==> src/rtl/tm1638_bin2bcd_pkg.sv <==
// Shared TM1638 display-path types and constants: digit count, BCD digit type,
// converter state encoding and the saturation digit shown on overflow.
package tm1638_pkg;

  localparam int DIGITS_DEFAULT = 8;

  typedef logic [3:0] bcd_digit_t;

  typedef enum logic [1:0] {
    S_IDLE,
    S_SHIFT,
    S_DONE
  } state_t;

  localparam bcd_digit_t SAT_DIGIT = 4'h9;

endpackage

==> src/rtl/tm1638_bin2bcd_add3.sv <==
// Double-dabble nibble corrector: adds 3 to any BCD nibble that is 5 or more,
// so the following left shift carries correctly into the next decade.
module bcd_add3
  import tm1638_pkg::*;
(
  input  bcd_digit_t in_i,
  output bcd_digit_t out_o
);

  assign out_o = (in_i >= 4'd5) ? bcd_digit_t'(in_i + 4'd3) : in_i;

endmodule

==> src/rtl/tm1638_bin2bcd.sv <==
// Sequential binary-to-BCD converter (double dabble, one bit per clock) feeding the
// TM1638 driver. Define TM1638_BIN2BCD_LZB_EN to build the leading-zero blanking mask.
module tm1638_bin2bcd
  import tm1638_pkg::*;
#(
  parameter int BIN_W  = 27,
  parameter int DIGITS = DIGITS_DEFAULT
) (
  input  logic                  clk_50M,
  input  logic                  rst,
  input  logic                  start,
  input  logic [BIN_W-1:0]      bin,
  output logic                  busy,
  output logic                  done,
  output logic                  overflow,
  output logic [4*DIGITS-1:0]   digits,
  output logic [DIGITS-1:0]     blank_mask
);

  localparam int ACC_W = 4 * DIGITS;
  localparam int CNT_W = $clog2(BIN_W + 1);
  localparam logic [BIN_W-1:0] MAX_VAL = BIN_W'(10 ** DIGITS - 1);

  state_t                 state_q, state_d;
  logic                   load_en, shift_en, pub_en;
  logic [BIN_W-1:0]       sh_q;
  logic [ACC_W-1:0]       acc_q, acc_corr;
  logic [ACC_W+BIN_W-1:0] shift_d;
  logic [CNT_W-1:0]       cnt_q;
  logic                   ovf_pend_q;
  logic [ACC_W-1:0]       digits_q;
  logic                   done_q, ovf_q;

  always_ff @(posedge clk_50M) begin
    if (rst) state_q <= S_IDLE;
    else     state_q <= state_d;
  end

  always_comb begin
    state_d = state_q;
    case (state_q)
      S_IDLE:  if (start) state_d = (bin > MAX_VAL) ? S_DONE : S_SHIFT;
      S_SHIFT: if (cnt_q == CNT_W'(1)) state_d = S_DONE;
      S_DONE:  state_d = S_IDLE;
      default: state_d = S_IDLE;
    endcase
  end

  always_comb begin
    busy     = (state_q != S_IDLE);
    load_en  = (state_q == S_IDLE) && start;
    shift_en = (state_q == S_SHIFT);
    pub_en   = (state_q == S_DONE);
  end

  for (genvar g = 0; g < DIGITS; g++) begin : g_add3
    bcd_add3 u_add3 (
      .in_i  (acc_q[4*g +: 4]),
      .out_o (acc_corr[4*g +: 4])
    );
  end

  assign shift_d = {acc_corr, sh_q} << 1;

  // The overflow pre-check guarantees no decade ever exceeds 9 in the accumulator.
  always_ff @(posedge clk_50M) begin
    if (rst) begin
      sh_q       <= '0;
      acc_q      <= '0;
      cnt_q      <= '0;
      ovf_pend_q <= 1'b0;
      digits_q   <= '0;
      done_q     <= 1'b0;
      ovf_q      <= 1'b0;
    end else begin
      done_q <= pub_en;
      if (load_en) begin
        sh_q       <= bin;
        acc_q      <= '0;
        cnt_q      <= CNT_W'(BIN_W);
        ovf_pend_q <= (bin > MAX_VAL);
      end else if (shift_en) begin
        {acc_q, sh_q} <= shift_d;
        cnt_q         <= cnt_q - CNT_W'(1);
      end
      if (pub_en) begin
        digits_q <= ovf_pend_q ? {DIGITS{SAT_DIGIT}} : acc_q;
        ovf_q    <= ovf_pend_q;
      end
    end
  end

  assign digits   = digits_q;
  assign done     = done_q;
  assign overflow = ovf_q;

`ifdef TM1638_BIN2BCD_LZB_EN
  logic [DIGITS-1:0] blank_d, blank_q;
  logic              nz_seen;

  // Digit 0 is never blanked so a zero value still shows a single "0".
  always_comb begin
    blank_d = '0;
    nz_seen = 1'b0;
    for (int i = DIGITS - 1; i > 0; i--) begin
      nz_seen    = nz_seen | (acc_q[4*i +: 4] != 4'h0);
      blank_d[i] = ~nz_seen;
    end
  end

  always_ff @(posedge clk_50M) begin
    if (rst)         blank_q <= '0;
    else if (pub_en) blank_q <= ovf_pend_q ? '0 : blank_d;
  end

  assign blank_mask = blank_q;
`else
  assign blank_mask = '0;
`endif

endmodule

==> config.mk <==
export PLATFORM = sky130hd
export DESIGN_NAME = tm1638_bin2bcd
export DESIGN_NICKNAME = d
export VERILOG_FILES = /design/src/rtl/tm1638_bin2bcd_pkg.sv /design/src/rtl/tm1638_bin2bcd_add3.sv /design/src/rtl/tm1638_bin2bcd.sv
export SDC_FILE = /design/constraint.sdc
export NUM_CORES = 1
export LEC_CHECK = 0
export ABC_CLOCK_PERIOD_IN_PS = 1250
export BUFFER_PORTS_ARGS = -buffer_cell sky130_fd_sc_hd__buf_2
export CORE_AREA = 2 2 114 116
export CTS_BUF_LIST = sky130_fd_sc_hd__clkbuf_2
export CTS_CLUSTER_DIAMETER = 40
export DETAILED_ROUTE_END_ITERATION = 10
export DIE_AREA = 0 0 116 118
export PLACE_DENSITY = 0.6
export SLEW_MARGIN = 20
export SYNTH_ARGS = -nofsm -noshare
export SYNTH_HDL_FRONTEND = slang
export SYNTH_SLANG_ARGS = --single-unit
==> constraint.sdc <==
create_clock -name clk_50M -period 1.25 [get_ports clk_50M]
set_input_delay 0.0625 -clock clk_50M [delete_from_list [all_inputs] [get_ports clk_50M]]
set_output_delay 0.0625 -clock clk_50M [all_outputs]
set_load 0.05 [all_outputs]
## Word level (Yosys, flattened, before mapping)

Index checks and enable logic that the tools add are counted.
W data, S select, Z words.

- Bits in registers: 101
- Input port bits: 30
- Output and inout port bits: 43
- Word-level logic and storage cells: 55

- Add/sub/neg operators: 9
- $lt $le $gt $ge: 9
- Equality and inequality tests: 5
- Multiplexer cells: 17
- Reduce and logical (&&, ||, !) cells: 6

Operators with widths:

| operator | number |
|---|---|
| $mux W27 | 2 |
| $ge A4 B3 Y1 const B | 8 |
| $mux W32 | 1 |
| $add A4 B2 Y4 const B | 7 |
| $mux W4 | 7 |
| $gt A27 B27 Y1 const B | 1 |
| $mux W5 | 2 |
| $mux W2 | 3 |
| $eq A5 B1 Y1 const B | 1 |
| $sub A5 B1 Y5 const B | 1 |
| $pmux W2 S2 | 1 |
| $reduce_bool A2 Y1 | 2 |
| $add A3 B2 Y3 const B | 1 |
| $mux W3 | 1 |
| $eq A2 B1 Y1 const B | 1 |
| $eq A2 B2 Y1 const B | 1 |
| $logic_not A2 Y1 | 1 |
| $ne A2 B1 Y1 const B | 1 |
| $ne A2 B2 Y1 const B | 1 |
| $reduce_and A2 Y1 | 1 |
| $reduce_or A2 Y1 | 1 |
| $logic_and A1 B1 Y1 | 1 |

## Longest topological paths before layout

- Word-level depth: 4
- Depth in mapped cells: 6
- Depth with buffers taken out: 6

## By module

Synthesis repeated with hierarchy kept, for this count alone.

- Cells, all modules: 639
- Area total of the unflattened synthesis: 4976.0 um^2

Modules (own cells, without submodules):

| module | instances | cells an instance | area an instance (um^2) | seq. area each (um^2) |
|---|---|---|---|---|
| tm1638_bin2bcd | 1 | 511 | 4165.2 | 2021.9 |
| bcd_add3 | 8 | 16 | 101.3 | 0.0 |

## Worst setup path before layout

OpenSTA, ideal clock, no wires.

- Path kind: reg-to-reg
- Start point: reg state_q[1]
- End point: reg acc_q[17]
- Arrival: 1.218 ns
- Data required time: 1.120 ns
- Path slack: -0.098 ns
- Stages on the path, launching flop included: 6
- Buffers on the path: 2
- Clock period less this slack: 1.348 ns
- Cell sequence: dfxtp_1 -> nor3b_1 -> or2_1 -> buf_2 -> buf_2 -> o22ai_1

- Word-level cells in the longest chain between the ends: 3

Ends and longest elaborated chain:

| item | RTL line | text |
|---|---|---|
| start: declaration | tm1638_bin2bcd.sv:24 | `state_t state_q, state_d;` |
| start signal: assignment | tm1638_bin2bcd.sv:36 | `else state_q <= state_d;` |
| $logic_not A2 Y1 | tm1638_bin2bcd.sv:51 | `load_en = (state_q == S_IDLE) && start;` |
| $logic_and A1 B1 Y1 | tm1638_bin2bcd.sv:51 |  |
| $reduce_or A2 Y1 (no line) | - |  |
| end signal: assignment | tm1638_bin2bcd.sv:83 | `{acc_q, sh_q} <= shift_d;` |
| end: declaration | tm1638_bin2bcd.sv:27 | `logic [ACC_W-1:0] acc_q, acc_corr;` |

Several ways; a longest one is shown, not always the timed one.
A chain may end at the register's enable or synchronous reset.

## Worst setup path after layout

- Start point: reg state_q[1]
- End point: reg ovf_pend_q

- Word-level cells in the longest chain between the ends: 2

Ends and longest elaborated chain:

| item | RTL line | text |
|---|---|---|
| $logic_not A2 Y1 | tm1638_bin2bcd.sv:51 |  |
| $logic_and A1 B1 Y1 | tm1638_bin2bcd.sv:51 |  |
| end signal: assignment | tm1638_bin2bcd.sv:81 | `ovf_pend_q <= (bin > MAX_VAL);` |
| end: declaration | tm1638_bin2bcd.sv:30 | `logic ovf_pend_q;` |

Every way passes these cells.

==> results.sh <==
export IMPL_fill_cells=1013
export IMPL_cts_max_path_buffers=2
export IMPL_globalRoute_totalOverflow=0
export IMPL_core_outline_area_sq_mm=0.0124
export IMPL_drt_antenna_violating_nets=0
export IMPL_initial_core_util_pct=39.2
export IMPL_die_height_um=118
export IMPL_irDropWorstVdd_mv=0.783
export IMPL_diodes=0
export IMPL_grt_use_total_pct=21.0
export IMPL_drv_cap=0
export IMPL_grt_max_degree=46
export IMPL_port_buffers=64
export IMPL_critical_path_max_fanout=2
export IMPL_drv_slew=0
export IMPL_max_freq_mhz=635
export IMPL_timing_worst_slew_pin_value_ns=0.534
export IMPL_num_nets_final=892
export IMPL_die_area_sq_mm=0.0137
export IMPL_final_period_minus_worst_setup_slack_ns=1.57
export IMPL_synth_warning_count=0
export IMPL_cts_tree="yes"
export IMPL_max_slew_margin_pct=64.4
export IMPL_first_pass_grt_wire_length_um=22900
export IMPL_layout_worst_path_cycle_share_pct=126
export IMPL_cts_buffers_inserted=9
export IMPL_layout_area_overhead_vs_synth_pct=62.4
export IMPL_drc=0
export IMPL_count_of_tritonroute_iterations_in_the_first_routing_pass=5
export IMPL_clk_transition_reported_paths_ns=0.27
export IMPL_finalWeightedCongestion=0.783
export IMPL_most_repeated_cell_in_the_gate_level_netlist_after_synthesis="nor2_1"
export IMPL_final_setup_violation_count=105
export IMPL_cp_data_required_time_ns=1.83
export IMPL_failed_checks="setup timing"
export IMPL_synth_area_per_cell_sq_um=7.64
export IMPL_yosys_top_cells_area="dfxtp_1 42%, nor2_1 8.3%, a21oi_1 7.6%"
export IMPL_most_area_hungry_cell_type_in_the_yosys_netlist="dfxtp_1"
export IMPL_worst_setup_path_end_kind="register"
export IMPL_timing_critical_path_from_type="register"
export IMPL_fin_tns_setup_ns=-18.58
export IMPL_design_area_sq_mm=0.00790
export IMPL_synth_cells_most_frequent="107 x nor2_1, 101 x dfxtp_1, 74 x a21oi_1"
export IMPL_synth_ff_type="dfxtp_1"
export IMPL_clock_insertion_delay_worst_skew_ns=0.63
export IMPL_number_of_cells_produced_by_synthesis=637
export IMPL_post_route_skew_ns=0.0265
export IMPL_path_class="register to register"
export IMPL_critical_path_arrival_ns=2.15
export IMPL_cellLeakagePower_uw=0.00324
export IMPL_hpwlAfterDp_um=8260
export IMPL_rows=41
export IMPL_hold_viol_final=0
export IMPL_drc_violation_total_after_the_first_tritonroute_iteration=291
export IMPL_via_count=5075
export IMPL_cts_sinks=101
export IMPL_viasPerCell=4.97
export IMPL_die_width_um=116
export IMPL_synth_yosys_seq_area_share_pct=41.6
export IMPL_cts_htree_levels=3
export IMPL_root_buffer="clkbuf_2"
export IMPL_wl_per_cell_um=14.5
export IMPL_design_portCount=73
export IMPL_hold_path_class="input pin to register"
export IMPL_finalWorstSetupSlack_ns=-0.324
export IMPL_status="finished, violations left"
export IMPL_place_area_sq_mm=0.00607
export IMPL_first_global_vias=4849
export IMPL_power_density_mw_per_mm2=921
export IMPL_synth_top_area_share_pct=41.6
export IMPL_rsz_0062_raised_after_global_routing="true"
export IMPL_synth_edff_count=0
export IMPL_postSynth_asyncResetShare_pct=0
export IMPL_synth_seq_cells=101
export IMPL_finalWirelength_um=14800
export IMPL_synth_cell_types=39
export IMPL_grt_antenna_before_repair=0
export IMPL_layout_drive_gt1_share_pct=41.9
export IMPL_post_synth_instance_area_sq_mm=0.00487
## sequential cells by signal (all words and copies together) (netlist names)
name,count
acc_q,32
cnt_q,5
digits,32
done,1
overflow,1
ovf_pend_q,1
sh_q,27
state_q,2
## critical path: stages, from the launching register on
cell,delay (ns)
dfxtp_2,0.40
buf_6,0.12
nor2_4,0.09
buf_4,0.11
buf_4,0.09
buf_4,0.10
nand2_2,0.06
or4_4,0.42
a21oi_2,0.14
## layout make-up
| class | instances | area, sq um | share of cell area (%) |
|---|---|---|---|
| multi-input combinational | 472 | 2930 | 37.0 |
| timing repair buffer | 241 | 2490 | 31.5 |
| sequential | 101 | 2090 | 26.4 |
| tap | 172 | 215 | 2.72 |
| inverter | 19 | 73.8 | 0.934 |
| clock inverter | 7 | 66.3 | 0.839 |
| clock buffer | 9 | 45.0 | 0.570 |
## worst paths after layout
kind | startpoint | end | slack (ns) | cells after the start
setup reg to reg | state_q[1] | ovf_pend_q | -0.32 | 8
hold / removal | bin[0] | sh_q[0] | 0.20 | 4
hold reg to reg | sh_q[26] | acc_q[0] | 0.48 | 2
setup / recovery | state_q[1] | ovf_pend_q | -0.32 | 8
## per-layer routing
layer / up-vias / routed length [um] / GRT usage, %
met5: - / 0 / 0
met4: 0 / 310 / 6.99
li1: 2548 / - / -
met3: 27 / 641 / 3.50
met1: 2393 / 6500 / 27.6
met2: 107 / 7320 / 34.6
## power by group
part,total (uW),switching (uW),internal (uW)
Combinational,2140,1060,1080
Sequential,3530,121,3410
Clock,1610,1160,451
Total,7280,2340,4940
## stage by stage
stage               cells  hold slack (ns)  util, %  setup WS, ns  power [uW]
floorplan             644            0.199        -       0.00215        4490
global placement      929            0.329     48.9        -0.102        4930
detailed placement    929            0.332     48.9        -0.173        4960
CTS                  1011            0.150     60.5        -0.360        7120
global route         1021            0.177     63.6        -0.394        7650
finish               1021            0.203     63.6        -0.324        7280
## cells in the final DEF (no fill, tap or decap), types with 3 or more instances in the layout
cell type	n
nand3_1	16
nand3b_1	8
clkinv_2	4
buf_12	9
xnor2_1	9
o22ai_2	8
buf_16	5
a31oi_4	3
or3_4	10
inv_1	16
nand2_1	46
nor3_1	56
ha_1	10
a21oi_1	50
conb_1	8
a21oi_2	23
nor2_1	106
buf_8	36
nor3_2	4
o21ai_0	13
xor2_1	8
dfxtp_1	52
dfxtp_2	48
dlygate4sd3_1	29
a31oi_1	5
clkbuf_2	9
buf_2	30
ha_2	8
buf_6	26
nor2_4	3
nand2b_1	9
nor2b_1	26
buf_4	101
clkbuf_16	3
or3_1	14
## cells by family (layout without fill, tap and decap cells)
group,after synthesis,after routing,share of synthesized area (%)
AOI/OAI and AO/OA,115,115,12.9
other,1,8,0.0771
DFF,101,101,41.6
xor gates and xnor gates,18,18,3.24
adders and majority gates,18,18,4.63
and+or+nand+nor,313,313,30.9
buffers and inverters,71,276,6.74
## what timing repair did
action / in CTS / in global routing
gates cloned: 10 / 4
buffers inserted: 27 / 13
hold endpoints to repair: 61 / 0
gates resized for setup: 174 / 76
pin swaps: 24 / 32
hold buffers: 29 / 0
setup endpoints to repair: 132 / 135
Note: power is estimated with default switching activity, not from simulation.
